`config.mk`:
```
export PLATFORM = sky130hd
export DESIGN_NAME = conv_sequencer_flat
export DESIGN_NICKNAME = d
export VERILOG_FILES = /design/src/rtl/conv_sequencer_pkg.sv /design/src/rtl/conv_sequencer_if.sv /design/src/rtl/conv_sequencer_fifo.sv /design/src/rtl/conv_sequencer.sv /design/src/flat_wrapper.sv
export SDC_FILE = /design/constraint.sdc
export NUM_CORES = 1
export LEC_CHECK = 0
export CAP_MARGIN = 40
export CORE_MARGIN = 4
export CORE_UTILIZATION = 45
export CTS_BUF_LIST = sky130_fd_sc_hd__clkbuf_2
export DETAILED_ROUTE_END_ITERATION = 8
export PLACE_DENSITY = 0.93
export SLEW_MARGIN = 25
export SYNTH_ARGS = -nofsm -noshare
export SYNTH_HDL_FRONTEND = slang
export SYNTH_HIERARCHICAL = 1
export SYNTH_SLANG_ARGS = --single-unit
```
`constraint.sdc`:
```
create_clock -name clk -period 3 [get_ports clk]
set_input_delay 0.75 -clock clk [delete_from_list [all_inputs] [get_ports clk]]
set_output_delay 0.75 -clock clk [all_outputs]
set_load 0.05 [all_outputs]
```
`src/rtl/conv_sequencer_pkg.sv`:
```
// conv_sequencer_pkg
// Shared types and frame-geometry helpers for the convolver frame sequencer.
//   seq_state_t : sequencer FSM state encoding
//   calc_npix   : number of input pixels in a W x W frame
//   calc_nout   : number of convolution results for a W x W frame, K x K kernel, stride S
package conv_sequencer_pkg;

    typedef enum logic [1:0] {
        ST_IDLE  = 2'd0,
        ST_CLEAR = 2'd1,
        ST_FEED  = 2'd2,
        ST_DRAIN = 2'd3
    } seq_state_t;

    function automatic int calc_npix(input int w);
        return w * w;
    endfunction

    // Integer division: positions that do not fit a whole kernel are dropped.
    function automatic int calc_nout(input int w, input int k, input int s);
        int side;
        side = (w - k) / s + 1;
        return side * side;
    endfunction

endpackage

```
`src/rtl/conv_sequencer_if.sv`:
```
// conv_sequencer_if
// Pixel input stream and result output stream of the frame sequencer.
//   in_valid/in_data/in_ready    : raster-order pixel stream into the sequencer
//   out_valid/out_data/out_ready : convolution results leaving the output FIFO
// Modports:
//   slave  : the sequencer's view
//   master : the pixel source / result sink view
interface conv_sequencer_if #(
    parameter int DATA_WIDTH = 16
);
    logic                  in_valid;
    logic [DATA_WIDTH-1:0] in_data;
    logic                  in_ready;
    logic                  out_valid;
    logic [DATA_WIDTH-1:0] out_data;
    logic                  out_ready;

    modport slave (
        input  in_valid,
        input  in_data,
        input  out_ready,
        output in_ready,
        output out_valid,
        output out_data
    );

    modport master (
        output in_valid,
        output in_data,
        output out_ready,
        input  in_ready,
        input  out_valid,
        input  out_data
    );
endinterface

```
`src/rtl/conv_sequencer_fifo.sv`:
```
// sync_fifo
// Single-clock FIFO holding convolution results until the downstream takes them.
//   clk, rst_n : clock, asynchronous active-low reset (empties the FIFO)
//   push       : write push_data (ignored when full)
//   pop        : retire the head entry (ignored when empty)
//   pop_data   : current head entry
//   full/empty : occupancy flags
//   count      : number of entries held
// DEPTH must be a power of two so the pointers wrap naturally.
module sync_fifo #(
    parameter int DATA_WIDTH = 16,
    parameter int DEPTH      = 4
) (
    input  logic                         clk,
    input  logic                         rst_n,
    input  logic                         push,
    input  logic [DATA_WIDTH-1:0]        push_data,
    input  logic                         pop,
    output logic [DATA_WIDTH-1:0]        pop_data,
    output logic                         full,
    output logic                         empty,
    output logic [$clog2(DEPTH+1)-1:0]   count
);
    localparam int AW = $clog2(DEPTH);
    localparam int CW = $clog2(DEPTH + 1);

    logic [DATA_WIDTH-1:0] mem [DEPTH];
    logic [AW-1:0]         wr_ptr;
    logic [AW-1:0]         rd_ptr;
    logic [CW-1:0]         count_q;
    logic                  do_push;
    logic                  do_pop;

    assign full     = (count_q == CW'(DEPTH));
    assign empty    = (count_q == '0);
    assign count    = count_q;
    assign pop_data = mem[rd_ptr];
    assign do_push  = push && !full;
    assign do_pop   = pop && !empty;

    always_ff @(posedge clk or negedge rst_n) begin
        if (!rst_n) begin
            wr_ptr  <= '0;
            rd_ptr  <= '0;
            count_q <= '0;
            for (int i = 0; i < DEPTH; i++) begin
                mem[i] <= '0;
            end
        end else begin
            if (do_push) begin
                mem[wr_ptr] <= push_data;
                wr_ptr      <= wr_ptr + AW'(1);
            end
            if (do_pop) begin
                rd_ptr <= rd_ptr + AW'(1);
            end
            case ({do_push, do_pop})
                2'b10:   count_q <= count_q + CW'(1);
                2'b01:   count_q <= count_q - CW'(1);
                default: count_q <= count_q;
            endcase
        end
    end
endmodule

```
`src/rtl/conv_sequencer.sv`:
```
// conv_sequencer
// Frame-level controller for one convolver instance: latches weights/bias on
// start, streams W*W pixels into the convolver under clock-enable control,
// captures each valid result into a small FIFO and pulses done at frame end.
//   clk, global_rst_n          : clock, asynchronous active-low reset
//   start                      : frame request, honoured only when idle
//   weight_i, bias_i           : kernel weights / bias, latched on start
//   busy, done                 : frame in progress / one-cycle completion pulse
//   conv_rst, conv_ce          : convolver synchronous clear and clock-enable
//   conv_in, conv_weight, conv_bias : data to the convolver
//   conv_op, conv_valid        : convolver result and its valid flag
//   strm (slave)               : pixel input stream and result output stream
//
// state    | meaning
// ---------+--------------------------------------------------------------
// ST_IDLE  | waiting for start
// ST_CLEAR | one cycle of conv_rst, counters cleared
// ST_FEED  | pixels streamed into the convolver, results captured
// ST_DRAIN | all pixels fed; wait for the FIFO to empty, then pulse done
module conv_sequencer
    import conv_sequencer_pkg::*;
#(
    parameter int DATA_WIDTH = 16,
    parameter int W          = 28,
    parameter int K          = 3,
    parameter int S          = 1,
    parameter int OUT_DEPTH  = 4
) (
    input  logic                         clk,
    input  logic                         global_rst_n,
    input  logic                         start,
    input  logic [K*K*DATA_WIDTH-1:0]    weight_i,
    input  logic [DATA_WIDTH-1:0]        bias_i,
    output logic                         busy,
    output logic                         done,
    output logic                         conv_rst,
    output logic                         conv_ce,
    output logic [DATA_WIDTH-1:0]        conv_in,
    output logic [K*K*DATA_WIDTH-1:0]    conv_weight,
    output logic [DATA_WIDTH-1:0]        conv_bias,
    input  logic [DATA_WIDTH-1:0]        conv_op,
    input  logic                         conv_valid,
    conv_sequencer_if.slave              strm
);
    localparam int NPIX  = calc_npix(W);
    localparam int NOUT  = calc_nout(W, K, S);
    localparam int PIX_W = $clog2(NPIX + 1);
    localparam int OUT_W = $clog2(NOUT + 1);
    localparam int CNT_W = $clog2(OUT_DEPTH + 1);
    localparam int LVL_W = CNT_W + 1;

    localparam logic [PIX_W-1:0] NPIX_C    = PIX_W'(NPIX);
    localparam logic [OUT_W-1:0] NOUT_C    = OUT_W'(NOUT);
    localparam logic [LVL_W-1:0] LVL_LIMIT = LVL_W'(OUT_DEPTH - 2);

    seq_state_t        state;
    logic [PIX_W-1:0]  pix_cnt;
    logic [OUT_W-1:0]  out_cnt;
    logic              ce_q;
    logic              err_cnt_mismatch;

    logic              fifo_full;
    logic              fifo_empty;
    logic [CNT_W-1:0]  fifo_count;
    logic [LVL_W-1:0]  fifo_level;
    logic              in_ready_c;
    logic              in_hs;
    logic              push;
    logic              pop;

    // ce_q marks a result still in flight inside the convolver; counting it
    // keeps one FIFO slot free for it, so a push never meets a full FIFO.
    always_comb begin
        fifo_level = {1'b0, fifo_count} + LVL_W'(ce_q);
        in_ready_c = (state == ST_FEED) && (pix_cnt < NPIX_C) && (fifo_level <= LVL_LIMIT);
        in_hs      = in_ready_c && strm.in_valid;
        // Only the cycle right after a ce pulse carries a fresh result; a
        // stalled convolver keeps conv_valid high and must not be re-captured.
        push       = (state == ST_FEED) && ce_q && conv_valid && !fifo_full;
        pop        = strm.out_ready && !fifo_empty;
    end

    assign strm.in_ready  = in_ready_c;
    assign strm.out_valid = !fifo_empty;
    assign conv_ce        = in_hs;
    assign conv_in        = in_hs ? strm.in_data : '0;

    sync_fifo #(
        .DATA_WIDTH (DATA_WIDTH),
        .DEPTH      (OUT_DEPTH)
    ) u_fifo (
        .clk       (clk),
        .rst_n     (global_rst_n),
        .push      (push),
        .push_data (conv_op),
        .pop       (pop),
        .pop_data  (strm.out_data),
        .full      (fifo_full),
        .empty     (fifo_empty),
        .count     (fifo_count)
    );

    always_ff @(posedge clk or negedge global_rst_n) begin
        if (!global_rst_n) begin
            state            <= ST_IDLE;
            pix_cnt          <= '0;
            out_cnt          <= '0;
            ce_q             <= 1'b0;
            busy             <= 1'b0;
            done             <= 1'b0;
            conv_rst         <= 1'b1;
            conv_weight      <= '0;
            conv_bias        <= '0;
            err_cnt_mismatch <= 1'b0;
        end else begin
            done <= 1'b0;
            case (state)
                ST_IDLE: begin
                    conv_rst <= 1'b0;
                    if (start) begin
                        conv_weight <= weight_i;
                        conv_bias   <= bias_i;
                        conv_rst    <= 1'b1;
                        busy        <= 1'b1;
                        state       <= ST_CLEAR;
                    end
                end
                ST_CLEAR: begin
                    conv_rst <= 1'b0;
                    pix_cnt  <= '0;
                    out_cnt  <= '0;
                    ce_q     <= 1'b0;
                    state    <= ST_FEED;
                end
                ST_FEED: begin
                    ce_q <= in_hs;
                    if (in_hs) begin
                        pix_cnt <= pix_cnt + PIX_W'(1);
                    end
                    if (push) begin
                        out_cnt <= out_cnt + OUT_W'(1);
                    end
                    // Wait for the last in-flight result before draining.
                    if ((pix_cnt == NPIX_C) && !ce_q) begin
                        state <= ST_DRAIN;
                    end
                end
                ST_DRAIN: begin
                    if (fifo_empty) begin
                        done  <= 1'b1;
                        busy  <= 1'b0;
                        state <= ST_IDLE;
                        if (out_cnt != NOUT_C) begin
                            err_cnt_mismatch <= 1'b1;
                        end
                    end
                end
                default: begin
                    state    <= ST_IDLE;
                    busy     <= 1'b0;
                    conv_rst <= 1'b0;
                end
            endcase
        end
    end
endmodule

```
`src/flat_wrapper.sv`:
```
// flat-port wrapper written by rule: the top's interface ports become plain ports
module conv_sequencer_flat import conv_sequencer_pkg::*;
#(
    parameter int DATA_WIDTH = 16,
    parameter int W          = 28,
    parameter int K          = 3,
    parameter int S          = 1,
    parameter int OUT_DEPTH  = 4
)
  (clk, global_rst_n, start, weight_i, bias_i, busy, done, conv_rst, conv_ce, conv_in, conv_weight, conv_bias, conv_op, conv_valid, strm_in_valid, strm_in_data, strm_out_ready, strm_in_ready, strm_out_valid, strm_out_data);
  conv_sequencer_if #(.DATA_WIDTH(DATA_WIDTH)) strm_i ();
  input  logic clk;
  input  logic global_rst_n;
  input  logic start;
  input  logic [K*K*DATA_WIDTH-1:0] weight_i;
  input  logic [DATA_WIDTH-1:0] bias_i;
  output logic busy;
  output logic done;
  output logic conv_rst;
  output logic conv_ce;
  output logic [DATA_WIDTH-1:0] conv_in;
  output logic [K*K*DATA_WIDTH-1:0] conv_weight;
  output logic [DATA_WIDTH-1:0] conv_bias;
  input  logic [DATA_WIDTH-1:0] conv_op;
  input  logic conv_valid;
  input wire logic [$bits(strm_i.in_valid)-1:0] strm_in_valid;
  input wire logic [$bits(strm_i.in_data)-1:0] strm_in_data;
  input wire logic [$bits(strm_i.out_ready)-1:0] strm_out_ready;
  output wire logic [$bits(strm_i.in_ready)-1:0] strm_in_ready;
  output wire logic [$bits(strm_i.out_valid)-1:0] strm_out_valid;
  output wire logic [$bits(strm_i.out_data)-1:0] strm_out_data;
  assign strm_i.in_valid = strm_in_valid;
  assign strm_i.in_data = strm_in_data;
  assign strm_i.out_ready = strm_out_ready;
  assign strm_in_ready = strm_i.in_ready;
  assign strm_out_valid = strm_i.out_valid;
  assign strm_out_data = strm_i.out_data;
  conv_sequencer #(.DATA_WIDTH(DATA_WIDTH), .W(W), .K(K), .S(S), .OUT_DEPTH(OUT_DEPTH)) u_core (.clk(clk), .global_rst_n(global_rst_n), .start(start), .weight_i(weight_i), .bias_i(bias_i), .busy(busy), .done(done), .conv_rst(conv_rst), .conv_ce(conv_ce), .conv_in(conv_in), .conv_weight(conv_weight), .conv_bias(conv_bias), .conv_op(conv_op), .conv_valid(conv_valid), .strm(strm_i));
endmodule
```
==> flow_summary_export.csv, run 1 <==
group,metric,value,unit
status,status,"finished with violations",
status,violations,"setup timing",
sta,finalCritPeriodShare,113,%
clocking,clk_sink_count,247,
clocking,cts_max_path_buffers,3,
pwr,cellPowerDensity,1170,nW/µm²
clocking,worstSkewPairLatency,0.82,ns
logic_synthesis,syn_inst,647,
setup_path,timing.critical_path.from,"u_core/ce_q",
clocking,cts_tree,"yes",
sta,final-setup-viol-count,18,
pwr,report.power.total,0.0181,W
logic_synthesis,async_s_r_ff_share_synth,100,%
die,chip_height,158,µm
setup_path,worst_r2r_path_depth,10,
pwr,vdd_ir_drop_max,883,µV
setup_path,timing.critical_path.fanout_max,8,
die,standard_cell_core_area,22000,µm²
setup_path,worstPathCellList,"ha_4 > ha_4 > nand2_4 > nand3_4 > nor4b_4 > buf_4 > buf_6 > and2_4 > buf_12",
setup_path,critical_path_depth,9,
die,die_w,158,µm
routing,drt_first_pass_iters,5,
clocking,number_of_buffers_created_by_cts,61,
grt,grt_overflow,0,
logic_synthesis,synth_top_flop_cell,"sky130_fd_sc_hd__dfrtp_1",
die,placement_row_count,54,
finish,area_growth,52.1,%
routing,viasPerCell,5.08,
sta,post-route-min-period,3.38,ns
setup_path,start_of_the_worst_register_to_register_path,"u_core/u_fifo/count[0]",
finish,most-common-layout-cells,"sky130_fd_sc_hd__clkdlybuf4s50_1, sky130_fd_sc_hd__dfrtp_1, sky130_fd_sc_hd__mux2_2",
sta,whs,0.507,ns
routing,wire_per_inst,20.7,µm
grt,grt_pass1_vias,8261,
min_path,hold_class,"input pin to asynchronous set/reset pin",
setup_path,critPathLaunchType,"flop",
finish,finish.net_count,1323,
routing,drc_violation_total_after_the_first_tritonroute_iteration,246,
grt,largest_net_degree_at_the_start_of_global_routing,73,
sta,report.final.slew_viol_count,0,
logic_synthesis,synth.yosys.seq_area_share,60.9,%
clocking,cts.clk_slew.worst_paths,0.11,ns
logic_synthesis,synth.net_count,859,
finish,n_fill_cell,1474,
logic_synthesis,synth.ff_latch_count,247,
logic_synthesis,netlist_area,10200,µm²
sta,worst_slew_pin_slew,0.620,ns
sta,relSlewSlack,58.6,%
routing,totalWireLength,29500,µm
setup_path,timing.critical_path.required,2.25,ns
setup_path,arrival,2.63,ns
placement,place_hpwl,21400,µm
sta,fin_skew,0.0423,ns
clocking,htree_num_levels,2,
grt,overall_fraction_of_global_route_tracks_in_use,22.5,%
finish,drive_above_1_share,38.4,%
pwr,power.static_leakage,6.91,nW
die,floorplan.initialDensity,46.1,%
sta,final_hold_viol_count,0,
sta,worst_slack,-0.385,ns
die,dieArea,25000,µm²
placement,buffer_ports.inserted,395,
logic_synthesis,synth.yosys.warnings,6,
setup_path,path_delay_family,"simple AND/OR/NAND/NOR gates",
finish,final_common_cell,"sky130_fd_sc_hd__clkdlybuf4s50_1",
setup_path,worstSetupPathType,"flop to output port",
routing,route.antenna.remaining_nets,0,
sta,timing.fmax,295,MHz
placement,place_congestion,0.838,
setup_path,critical_path.n_buffers_inverters,3,
setup_path,cp-end-kind,"output port",
routing,route.detailed.drc,0,
clocking,cts-root-buf,"sky130_fd_sc_hd__clkbuf_2",
logic_synthesis,yosysUniqueCellTypes,45,
logic_synthesis,synth-edff-count,0,
setup_path,max_stage_delay,0.44,ns
grt,grt_pass1_wl,43800,µm
logic_synthesis,syn-mean-instance-area,15.7,µm²
die,pin_count,396,
setup_path,worst_path_most_repeated_cell,"sky130_fd_sc_hd__ha_4",
setup_path,crit_slowest_cell,"sky130_fd_sc_hd__dfrtp_1",
grt,antenna_violations_before_repair,3,
flow_run,drv.max_cap_violation_count,0,
routing,total_via_count_in_the_routed_design,7250,
sta,rsz0062_at_grt,"true",
cells by family (layout without fill, tap and decap cells):
family	Yosys count	after routing	synth area share, %
compound gates	19	19	1.53
other cells	0	2	0
xor+xnor	8	8	0.690
buf+inv	40	539	1.91
simple gates	73	73	4.18
fa+ha+maj	14	14	1.80
mux	246	246	29.0
flops	247	247	60.9
flip-flops by register name, indices dropped and copies added (netlist names):
signal and count:
u_core/pix_cnt 10, u_core/u_fifo/mem 64, u_core/ce_q 1, u_core/done 1, u_core/u_fifo/count 3, u_core/conv_rst 1, u_core/u_fifo/rd_ptr 2, u_core/conv_weight 144
u_core/conv_bias 16, u_core/state 2, u_core/u_fifo/wr_ptr 2, u_core/busy 1
path summary, 6_finish.rpt:
check	to	slack [ns]
setup / recovery	conv_in[15]	-0.38
setup reg to reg	u_core/u_fifo/count[2]	0.42
min in group clk	u_core/conv_weight[143]	0.51
max in group asynchronous	u_core/u_fifo/mem[10]	1.75
hold reg to reg	u_core/conv_weight[143]	0.51
hold / removal	u_core/pix_cnt[1]	0.51
what timing repair did:
item                       in CTS  in global routing
hold buffers                    1                  0
hold endpoints to repair       66                  0
gates cloned                    2                  1
setup buffers                   5                  4
setup endpoints to repair      36                 23
pin swaps                      20                  1
gates resized for setup        38                 13
metrics by stage:
stage | cells | setup WS [ns] | TNS (ns) | utilization [%] | cell area (µm²)
after floorplan | 647 | -0.0314 | -0.247 | - | 10200
after global placement | 1315 | 0.262 | 0 | 66.7 | 14700
after detailed placement | 1315 | 0.207 | 0 | 66.7 | 14700
after CTS | 1421 | -0.517 | -8.55 | 69.6 | 15300
after global routing | 1428 | -0.551 | -9.15 | 70.1 | 15400
final | 1428 | -0.385 | -6.30 | 70.1 | 15400
where the power goes:
group	switching, W	leakage [nW]	total, W	internal [W]
clock	0.00129	0.383	0.00205	0.000755
sequential	0.000804	3.07	0.00549	0.00468
combinational	0.00643	3.46	0.0106	0.00414
cell type report:
class	instances	area, µm²	area share [%]
timing repair buffer	428	4470	28.9
clock inverter	12	47.5	0.308
antenna	2	5.00	0.0324
inverter	13	48.8	0.316
clock buffer	86	430	2.79
sequential	247	6190	40.1
tap	280	350	2.27
multi-input combinational	360	3900	25.3
routing by layer:
| layer | share of wire (%) | vias up | GRT usage (%) |
|---|---|---|---|
| met5 | 0.044 | - | 0 |
| met4 | 2.8 | 2 | 8.53 |
| met3 | 9.4 | 68 | 10.3 |
| met2 | 53 | 299 | 39.1 |
| met1 | 35 | 3630 | 24.0 |
| li1 | - | 3251 | - |
synthesized netlist by cell type, types with 2 or more instances:
library cell                 n  area, µm²
sky130_fd_sc_hd__buf_1       6       22.5
sky130_fd_sc_hd__nand2b_1    2       12.5
sky130_fd_sc_hd__buf_6       3       33.8
sky130_fd_sc_hd__nor2_2      4       25.0
sky130_fd_sc_hd__nor2_1      8       30.0
sky130_fd_sc_hd__nand3_1     2       10.0
sky130_fd_sc_hd__buf_4       2       15.0
sky130_fd_sc_hd__clkbuf_1   12       45.0
sky130_fd_sc_hd__and3_1      2       12.5
sky130_fd_sc_hd__nand4_1     3       18.8
sky130_fd_sc_hd__xor2_1      3       26.3
sky130_fd_sc_hd__inv_1      13       48.8
sky130_fd_sc_hd__nor4_1      2       12.5
sky130_fd_sc_hd__a21oi_1     5       25.0
sky130_fd_sc_hd__ha_1       13        163
sky130_fd_sc_hd__o21ai_0     2       10.0
sky130_fd_sc_hd__and2_1     19        119
sky130_fd_sc_hd__mux4_2     16        360
sky130_fd_sc_hd__nor2b_1     3       18.8
sky130_fd_sc_hd__xnor2_1     5       43.8
sky130_fd_sc_hd__mux2_2    227       2560
sky130_fd_sc_hd__nor3_1      2       10.0
sky130_fd_sc_hd__mux2i_1     3       30.0
sky130_fd_sc_hd__buf_2       3       15.0
sky130_fd_sc_hd__a31o_2      3       26.3
sky130_fd_sc_hd__nand2_1    20       75.1
sky130_fd_sc_hd__dfrtp_1   246       6160
No activity file was read; power rests on OpenSTA's default activity.
==> inputs of run 2 (changes only) <==
ABC_AREA = 1   (was not set)
CORE_UTILIZATION = 46   (was 45)
CTS_CLUSTER_DIAMETER = 120   (was not set)
==> run 2 against run 1 <==
  * The flow still finishes with violations (setup timing)
  * Critical path type unchanged
  * Hold slack got worse by 0.035 ns
  * Fmax rose by 3.7%
  * Largest cell class unchanged
  * Die area rose by 3.6%
  * Cell count rose by 26%
  * Highest routed layer is now met4
  * Critical path depth did not move
  * Via count rose by 30%
  * Non-clock buffer count rose by 17
  * Count of clock-buffer cells in the layout rose by 12
==> flow_summary_export.csv, run 2 <==
group,metric,value,unit
sta,timing.fmax,306,MHz
placement,buffer_ports.inserted,395,
grt,antenna_violations_before_repair,11,
setup_path,cp-end-kind,"output port",
logic_synthesis,synth.ff_latch_count,247,
logic_synthesis,syn_inst,974,
setup_path,worstPathCellList,"ha_2 > ha_4 > or2_1 > nand2_2 > nand4_1 > buf_6 > clkbuf_16 > nor2_4 > buf_12",
routing,drc_violation_total_after_the_first_tritonroute_iteration,696,
die,chip_height,161,µm
sta,post-route-min-period,3.26,ns
logic_synthesis,synth_top_area_cell,"sky130_fd_sc_hd__dfrtp_1",
finish,number_of_flip_flops_under_the_largest_register_name,144,
finish,reg_top3,"u_core/conv_weight x144, u_core/u_fifo/mem x64, u_core/conv_bias x16",
pwr,cellPowerDensity,1260,nW/µm²
pwr,power.share.switching,50.2,%
finish,area_growth,51.3,%
finish,finish.net_count,1641,
status,status,"finished with violations",
clocking,cts_tree,"yes",
pwr,clock_network_fraction_of_design_power,12.1,%
logic_synthesis,synth.yosys.warnings,6,
sta,worst_slack,-0.264,ns
routing,drt_first_pass_iters,5,
sta,final_hold_viol_count,0,
flow_run,drv.max_cap_violation_count,0,
setup_path,start_of_the_worst_register_to_register_path,"u_core/u_fifo/count[0]",
logic_synthesis,synth-edff-count,0,
min_path,hp-start,"u_core/u_fifo/mem[41]",
die,placement_row_count,55,
status,violations,"setup timing",
routing,totalWireLength,37300,µm
logic_synthesis,yosysUniqueCellTypes,31,
clocking,cts.clk_slew.worst_paths,0.09,ns
placement,place_hpwl,26200,µm
die,standard_cell_core_area,22800,µm²
routing,wire_per_inst,20.8,µm
logic_synthesis,count_leader_synth,"sky130_fd_sc_hd__dfrtp_1",
logic_synthesis,ys_top_cells_by_count,"sky130_fd_sc_hd__dfrtp_1, sky130_fd_sc_hd__nand2_1, sky130_fd_sc_hd__mux2_1",
pwr,report.power.total,0.0206,W
sta,relSlewSlack,51.9,%
sta,final-setup-viol-count,17,
setup_path,crit_slowest_cell,"sky130_fd_sc_hd__dfrtp_1",
setup_path,worstSetupPathType,"flop to output port",
sta,whs,0.472,ns
pwr,power.net_switching,0.0103,W
clocking,cts_max_path_buffers,3,
die,floorplan.initialDensity,47.2,%
setup_path,timing.critical_path.from,"u_core/u_fifo/count[0]",
logic_synthesis,synth.yosys.seq_area_share,57.4,%
grt,grt_overflow,0,
pwr,power.combinational.fraction,60.2,%
logic_synthesis,synthTopCellsByArea,"sky130_fd_sc_hd__dfrtp_1, sky130_fd_sc_hd__mux2_1, sky130_fd_sc_hd__mux2_2",
pwr,cellInternalPower,0.0103,W
clocking,htree_num_levels,3,
die,dieArea,25900,µm²
placement,place_congestion,0.866,
setup_path,critPathLaunchType,"flop",
grt,grt_pass1_wl,56500,µm
setup_path,max_stage_delay,0.39,ns
min_path,hold_class,"flop to flop",
grt,overall_fraction_of_global_route_tracks_in_use,27.7,%
sta,rsz0062_at_grt,"true",
setup_path,arrival,2.51,ns
routing,viasPerCell,5.25,
pwr,vdd_ir_drop_max,1010,µV
grt,grt_pass1_vias,10031,
logic_synthesis,syn-mean-instance-area,11.1,µm²
logic_synthesis,synth.net_count,1186,
die,die_w,161,µm
routing,route.detailed.drc,0,
sta,fin_skew,0.0884,ns
sta,worst_slew_pin_slew,0.721,ns
grt,largest_net_degree_at_the_start_of_global_routing,74,
setup_path,timing.critical_path.fanout_max,5,
die,pin_count,396,
pwr,power.static_leakage,7.51,nW
sta,finalSetupTns,-4.05,ns
setup_path,flop2flop_setup_slack,0.79,ns
routing,total_via_count_in_the_routed_design,9436,
logic_synthesis,async_s_r_ff_share_synth,100,%
finish,final_common_cell,"sky130_fd_sc_hd__clkdlybuf4s50_1",
routing,route.antenna.remaining_nets,0,
sta,report.final.slew_viol_count,0,
clocking,clk_sink_count,247,
clocking,number_of_buffers_created_by_cts,67,
logic_synthesis,netlist_area,10800,µm²
finish,registers.top_by_ff_count,"u_core/conv_weight",
finish,most-common-layout-cells,"sky130_fd_sc_hd__clkdlybuf4s50_1, sky130_fd_sc_hd__dfrtp_1, sky130_fd_sc_hd__nand2_1",
finish,drive_above_1_share,20.2,%
clocking,worstSkewPairLatency,0.84,ns
pwr,power.sequential.fraction,27.7,%
logic_synthesis,synth_top_flop_cell,"sky130_fd_sc_hd__dfrtp_1",
logic_synthesis,post-synth-top-area-fraction,57.1,%
setup_path,timing.critical_path.required,2.25,ns
sta,finalCritPeriodShare,109,%
clocking,cts-root-buf,"sky130_fd_sc_hd__clkbuf_2",
run 2: cell count changes in the layout (fill, tap and decap cells not counted), moves of 17 or more:
| cell | change |
|---|---|
| sky130_fd_sc_hd__and2_4 | -17 |
| sky130_fd_sc_hd__inv_1 | +30 |
| sky130_fd_sc_hd__mux2_1 | +89 |
| sky130_fd_sc_hd__mux2_2 | -156 |
| sky130_fd_sc_hd__nand2_1 | +176 |
| sky130_fd_sc_hd__nand3_1 | +21 |
| sky130_fd_sc_hd__nand4_1 | +66 |
| sky130_fd_sc_hd__nor2_1 | +62 |
| sky130_fd_sc_hd__o21ai_0 | +38 |
run 2: worst max-delay path: cells and delay by family, from the launching register on:
kind,cells,cell delay [ns]
buffers and inverters,3,0.47
and+or+nand+nor,4,0.53
adders and majority gates,2,0.36
DFF,1,0.39
run 2: cells by family (layout without fill, tap and decap cells):
logic type | Yosys count | after routing | share of synthesized area, %
flops | 247 | 247 | 57.4
mux | 160 | 160 | 16.7
xor+xnor | 4 | 4 | 0.325
fa+ha+maj | 14 | 14 | 1.70
simple gates | 387 | 387 | 16.1
compound gates | 56 | 56 | 2.60
buf+inv | 106 | 604 | 5.18
other cells | 0 | 11 | 0
run 2: stage by stage:
step	instances	setup slack, ns	cell area [µm²]	util (%)
final	1796	-0.264	16300	71.3
after global routing	1796	-0.442	16300	71.3
after CTS	1773	-0.287	16000	70.0
after detailed placement	1657	0.358	15300	66.9
after global placement	1657	0.380	15300	66.9
after floorplan	974	0.268	10800	-
run 2: final cells by class:
class / count / area, µm²
Antenna cell: 11 / 27.5
Clock buffer: 98 / 490
Clock inverter: 14 / 134
Fill cell: 1570 / 6550
Inverter: 47 / 194
Multi-Input combinational cell: 621 / 4180
Sequential cell: 247 / 6180
Tap cell: 313 / 392
Timing Repair Buffer: 445 / 4700
run 2: power groups by stage:
| stage | sequential, W | combinational [W] | clock (W) |
|---|---|---|---|
| final | 0.00571 | 0.0124 | 0.00250 |
| after global routing | 0.00587 | 0.0129 | 0.00276 |
| after CTS | 0.00569 | 0.0122 | 0.00258 |
| after detailed placement | 0.00572 | 0.0120 | 0 |
| after global placement | 0.00558 | 0.0117 | 0 |
| after floorplan | 0.00951 | 0.00370 | 0 |
run 2: final timing paths:
path | to | cells past startpoint
worst min-delay path | u_core/u_fifo/mem[41] | 2
max in group asynchronous | u_core/conv_weight[32] | 3
min in group asynchronous | u_core/conv_weight[45] | 2
worst max-delay path | conv_in[5] | 9
worst max register to register | u_core/u_fifo/count[1] | 12
worst min register to register | u_core/u_fifo/mem[41] | 2
run 2: per-layer routing:
| layer | up-vias | wire, µm | track usage, % |
|---|---|---|---|
| li1 | 4220 | - | - |
| met1 | 4570 | 12900 | 30.5 |
| met3 | 96 | 3460 | 8.55 |
| met5 | - | 0 | 0 |
| met2 | 550 | 19200 | 48.9 |
| met4 | 0 | 1710 | 13.3 |
run 2: timing repair:
action	in CTS	in global routing
pin swaps	1	8
setup endpoints to repair	28	30
gates resized for setup	22	39
setup buffers	3	8
hold endpoints to repair	66	0
hold buffers	1	0
cloned	0	4
